<file path="src/rtl/noc_route_pkg.sv">
// Shared route constants, FSM state type and node index helper.
// Used by mc_port_mask and mc_route_fork.
package noc_route_pkg;
  localparam int NPORT   = 5;
  localparam int P_LOCAL = 0;
  localparam int P_NORTH = 1;
  localparam int P_EAST  = 2;
  localparam int P_SOUTH = 3;
  localparam int P_WEST  = 4;

  typedef enum logic {
    S_IDLE = 1'b0,
    S_FORK = 1'b1
  } state_t;

  function automatic int node_idx(
    input int x,
    input int y,
    input int ydim
  );
    return x * ydim + y;
  endfunction
endpackage

</file>
<file path="src/rtl/mc_port_mask.sv">
// Combinational split of a pending bitmap into per-port sub-bitmaps.
// Define ROUTE_YX_EN for YX order; XY order otherwise.
module mc_port_mask
  import noc_route_pkg::*;
#(
  parameter int XDIM    = 5,
  parameter int YDIM    = 4,
  parameter int MY_XPOS = 0,
  parameter int MY_YPOS = 0,
  parameter int NNODE   = XDIM * YDIM
) (
  input  logic [NNODE-1:0]            i_pend,
  output logic [NPORT-1:0][NNODE-1:0] o_mask
);

  localparam int MY_POS = node_idx(MY_XPOS, MY_YPOS, YDIM);

  for (genvar n = 0; n < NNODE; n++) begin : g_node
    localparam int NX = n / YDIM;
    localparam int NY = n % YDIM;
    localparam logic LOC = (n == MY_POS);
`ifdef ROUTE_YX_EN
    localparam logic NTH = (NY < MY_YPOS);
    localparam logic STH = (NY > MY_YPOS);
    localparam logic EST = (NY == MY_YPOS) && (NX > MY_XPOS);
    localparam logic WST = (NY == MY_YPOS) && (NX < MY_XPOS);
`else
    localparam logic EST = (NX > MY_XPOS);
    localparam logic WST = (NX < MY_XPOS);
    localparam logic STH = (NX == MY_XPOS) && (NY > MY_YPOS);
    localparam logic NTH = (NX == MY_XPOS) && (NY < MY_YPOS);
`endif
    assign o_mask[P_LOCAL][n] = i_pend[n] & LOC;
    assign o_mask[P_NORTH][n] = i_pend[n] & NTH;
    assign o_mask[P_EAST][n]  = i_pend[n] & EST;
    assign o_mask[P_SOUTH][n] = i_pend[n] & STH;
    assign o_mask[P_WEST][n]  = i_pend[n] & WST;
  end

endmodule

</file>
<file path="src/rtl/mc_route_fork.sv">
// Registered unicast/multicast route fork for a mesh input port.
// ROUTE_YX_EN (in mc_port_mask) selects YX instead of XY routing.
module mc_route_fork
  import noc_route_pkg::*;
#(
  parameter int XDIM    = 5,
  parameter int YDIM    = 4,
  parameter int MY_XPOS = 0,
  parameter int MY_YPOS = 0,
  parameter int NNODE   = XDIM * YDIM,
  parameter int AW      = $clog2(NNODE)
) (
  input  logic             clk,
  input  logic             rst,
  input  logic             in_valid,
  output logic             in_ready,
  input  logic             in_mc,
  input  logic [AW-1:0]    in_uaddr,
  input  logic [NNODE-1:0] in_maddr,
  output logic             out_valid,
  input  logic             out_ready,
  output logic [NPORT-1:0] out_port,
  output logic [NNODE-1:0] out_maddr,
  output logic             out_last,
  output logic             drop
);

  state_t r_state, w_state_nxt;
  logic [NNODE-1:0] r_pend, w_pend_nxt;
  logic r_drop, w_drop_nxt;

  logic [NNODE-1:0] w_hdr_bm;
  logic [NNODE-1:0] w_sel_mask;
  logic [NPORT-1:0][NNODE-1:0] w_mask;
  logic [NPORT-1:0] w_nonempty;
  logic [NPORT-1:0] w_sel;
  logic w_last;
  logic w_fork;

  mc_port_mask #(
    .XDIM   (XDIM),
    .YDIM   (YDIM),
    .MY_XPOS(MY_XPOS),
    .MY_YPOS(MY_YPOS),
    .NNODE  (NNODE)
  ) u_mask (
    .i_pend(r_pend),
    .o_mask(w_mask)
  );

  // Lowest-index non-empty port wins; Local therefore goes first.
  always_comb begin
    w_sel_mask = '0;
    for (int p = 0; p < NPORT; p++) begin
      w_nonempty[p] = |w_mask[p];
    end
    w_sel = w_nonempty & (~w_nonempty + NPORT'(1));
    for (int p = 0; p < NPORT; p++) begin
      if (w_sel[p]) w_sel_mask = w_sel_mask | w_mask[p];
    end
    w_last = ((w_nonempty & ~w_sel) == '0);
  end

  // Out-of-range unicast yields an empty bitmap and is dropped.
  always_comb begin
    w_hdr_bm = '0;
    if (in_mc) begin
      w_hdr_bm = in_maddr;
    end else if ({1'b0, in_uaddr} < (AW+1)'(NNODE)) begin
      w_hdr_bm = NNODE'(1) << in_uaddr;
    end
  end

  always_ff @(posedge clk or posedge rst) begin
    if (rst) begin
      r_state <= S_IDLE;
      r_pend  <= '0;
      r_drop  <= 1'b0;
    end else begin
      r_state <= w_state_nxt;
      r_pend  <= w_pend_nxt;
      r_drop  <= w_drop_nxt;
    end
  end

  always_comb begin
    w_state_nxt = r_state;
    w_pend_nxt  = r_pend;
    w_drop_nxt  = 1'b0;
    w_fork      = 1'b0;
    unique case (r_state)
      S_IDLE: begin
        if (in_valid) begin
          if (w_hdr_bm == '0) begin
            w_drop_nxt = 1'b1;
          end else begin
            w_pend_nxt  = w_hdr_bm;
            w_state_nxt = S_FORK;
          end
        end
      end
      S_FORK: begin
        w_fork = 1'b1;
        if (out_ready) begin
          w_pend_nxt = r_pend & ~w_sel_mask;
          if (w_last) w_state_nxt = S_IDLE;
        end
      end
      default: w_state_nxt = S_IDLE;
    endcase
  end

  assign in_ready  = (r_state == S_IDLE);
  assign out_valid = w_fork;
  assign out_port  = w_fork ? w_sel : '0;
  assign out_maddr = w_fork ? w_sel_mask : '0;
  assign out_last  = w_fork & w_last;
  assign drop      = r_drop;

endmodule

</file>
<file path="config.mk">
export PLATFORM = sky130hd
export DESIGN_NAME = mc_route_fork
export DESIGN_NICKNAME = d
export VERILOG_FILES = /design/src/rtl/noc_route_pkg.sv /design/src/rtl/mc_port_mask.sv /design/src/rtl/mc_route_fork.sv
export SDC_FILE = /design/constraint.sdc
export NUM_CORES = 1
export LEC_CHECK = 0
export BUFFER_PORTS_ARGS = -buffer_cell sky130_fd_sc_hd__buf_2
export CAP_MARGIN = 5
export CORE_MARGIN = 2
export CORE_UTILIZATION = 52
export DETAILED_ROUTE_END_ITERATION = 8
export GPL_ROUTABILITY_DRIVEN = 0
export PLACE_DENSITY_LB_ADDON = 0.05
export REMOVE_ABC_BUFFERS = 1
export SYNTH_ARGS = -nofsm -noshare
export SYNTH_HDL_FRONTEND = slang
export SYNTH_HIERARCHICAL = 1
export SYNTH_SLANG_ARGS = --single-unit
</file>
<file path="constraint.sdc">
create_clock -name clk -period 2.7 [get_ports clk]
set_input_delay 0.54 -clock clk [delete_from_list [all_inputs] [get_ports clk]]
set_output_delay 0.54 -clock clk [all_outputs]
set_load 0.03 [all_outputs]
</file>
==> impl_metrics.ini <==
[route]
routedWlPerCell_um = 16.5
drt-vias-per-instance = 5.66
num_vias = 2961
drc = 0
final_antenna_net_count = 0
wl_mm = 8.61
wl_met2_mm = 4.42
wl_met3_um = 476
top_layer_used = met4
wl_met1_mm = 3.59
drt_pass1_iterations = 4
drt_iter0_drc = 244

[run_status]
violations = setup timing
status = finished, violations left

[synthesis]
synth_cell_types = 50
synthTopCellsByArea = buf_4 (24%), dfrtp_1 (17%), nor4_1 (6.3%), a221o_1 (5.0%), and2_1 (4.7%)
synth_top_area_cell = buf_4
synth_top_area_share = 0.237
seq_area_frac_synth = 0.174
syn_area_mm2 = 0.00317
async_reset_ff_frac = 1.00
synth-warning-count = 6
synth_seq_cells = 22
syn_avg_cell_area_um2 = 7.97
syn_inst = 398
ys.flop_type = dfrtp_1
synth_edf_count = 0

[global_routing]
grt_pass1_vias = 2749
grt_max_degree = 26
track_usage = 0.257
grt_pass1_wl_mm = 13.2
antenna_found_initial = 0
gr-total-overflow = 0

[sta]
finalHoldViolCount = 0
period_needed_ns = 2.73
finClkSkew_ns = 0.00454
setup_ws_ns = -0.0299
finalSetupViolations = 4
finalCritPeriodShare = 1.01
fmax_ghz = 0.366
tightestPinTransition_ns = 1.26
rsz0062_at_grt = yes
max_slew_margin = 0.149
finalMaxSlewViolations = 0

[final_layout]
fin_util = 0.590
layout_commonest_cell = conb_1
nFillCells = 540
drive_above_1_share = 0.283
layout.nets = 479
syn2layout_area_growth_pct = 10.2
final_cells = 523
final_cell_mix = conb_1 (80), buf_2 (38), buf_4 (34)
antenna_cells = 0

[power]
ir_drop_mv = 0.272
p_leak_nw = 1.64
power-per-cell-area_mw_per_mm2 = 285
power_uw = 998

[die]
io_pins = 59
core_area_mm2 = 0.00592
rows = 28
die-area_mm2 = 0.00674
die_height_um = 82.1
start_util = 0.536
die_width_um = 82.1

[cts]
cts_root_buf = clkbuf_8
h-tree-depth = 1
clk_latency_ns = 0.26
cts_sinks = 22
cts_buffers = 3
clk_pin_slew_ns = 0.08
clockBufferDepth = 2
cts_tree = done

[setup_path]
worstSetupPathType = reg2out
cp.arrival_ns = 2.19
cp.required_ns = 2.16
path_max_fanout = 4
startpoint_type = flip-flop
crit_path_end_kind = output port

[flow_run]
cap_violations = 0

[placement]
portBuffers = 56
post-place-cells = 509
dp_hpwl_mm = 6.87

[worst_hold_path]
min_path_type = in2async
-- cell usage after synthesis (all sizes together) (4+ instances only) --
| library cell | count |
|---|---|
| a221oi | 10 |
| buf | 106 |
| nor3 | 10 |
| a22oi | 6 |
| nor2 | 27 |
| a221o | 16 |
| a22o | 6 |
| nor4 | 33 |
| mux2i | 8 |
| clkbuf | 14 |
| dfrtp | 22 |
| nand2 | 16 |
| a32oi | 6 |
| a31oi | 19 |
| a21oi | 13 |
| o21bai | 9 |
| or4 | 4 |
| or3 | 4 |
| nor3b | 5 |
| and2 | 24 |
| inv | 6 |
-- worst paths after layout --
| kind | startpoint | end | slack, ns | cells past startpoint |
|---|---|---|---|---|
| setup / recovery | r_pend[4] | out_maddr[2] | -0.03 | 8 |
| hold / removal | rst | drop | 0.44 | 2 |
| setup reg to reg | r_pend[4] | r_pend[3] | 0.43 | 10 |
| hold reg to reg | r_pend[15] | r_pend[15] | 0.60 | 2 |
| max in group asynchronous | rst | r_pend[19] | 1.73 | 2 |
| min in group clk | out_ready | r_state | 0.56 | 2 |
-- logic make-up (layout without fill, tap and decap cells) --
group / after synthesis / count (layout) / synth area share
simple gates: 139 / 139 / 0.273
buf+inv: 126 / 97 / 0.272
compound gates: 102 / 102 / 0.256
flops: 22 / 22 / 0.174
mux: 8 / 8 / 0.0252
other cells: 1 / 80 / 0.00118
-- what timing repair did --
action,4_1_cts,5_1_grt
buffers inserted,5,5
pin swaps,12,12
endpoints found under the setup margin,21,17
hold buffers,0,0
resized for setup,21,39
-- power by group --
group,switching (mW),total (mW),internal (mW)
Sequential,0.0207,0.370,0.349
Combinational,0.213,0.386,0.173
Clock,0.112,0.242,0.130
Total,0.346,0.998,0.652
-- state kept, by name, indices dropped and copies added (netlist names) --
name     cells
r_state      1
r_pend      20
drop         1
-- critical path, stage by stage (launching register included) --
cell      delay (ns)
dfrtp_1         0.44
nor4_4          0.30
nand2_1         0.10
or2_4           0.29
nor4_2          0.23
buf_4           0.18
a211oi_2        0.08
a21oi_2         0.15
buf_6           0.15
-- layout make-up --
class	instances	area, µm²	area share
Clock buffer	4	55.1	0.0157
Inverter	6	22.5	0.00644
Multi-Input combinational cell	329	2140	0.613
Sequential cell	22	551	0.157
Tap cell	75	93.8	0.0268
Timing Repair Buffer	87	632	0.181
-- stage by stage --
step	instance area (µm²)	hold WS (ns)	setup WS [ns]	TNS, ns
3_5_place_dp	3170	0.581	0.0447	0
2_1_floorplan	2630	0.521	-0.249	-0.994
6_report	3500	0.435	-0.0299	-0.0800
5_1_grt	3500	0.518	-0.206	-0.917
4_1_cts	3340	0.461	-0.0312	-0.0602
3_3_place_gp	3170	0.573	0.0584	0
-- layer usage --
metal,global-route usage,vias up
met3,0.0359,10
li1,-,1444
met4,0.0600,0
met1,0.336,1415
met5,0,-
met2,0.448,92
(Power assumes the default switching activity.)
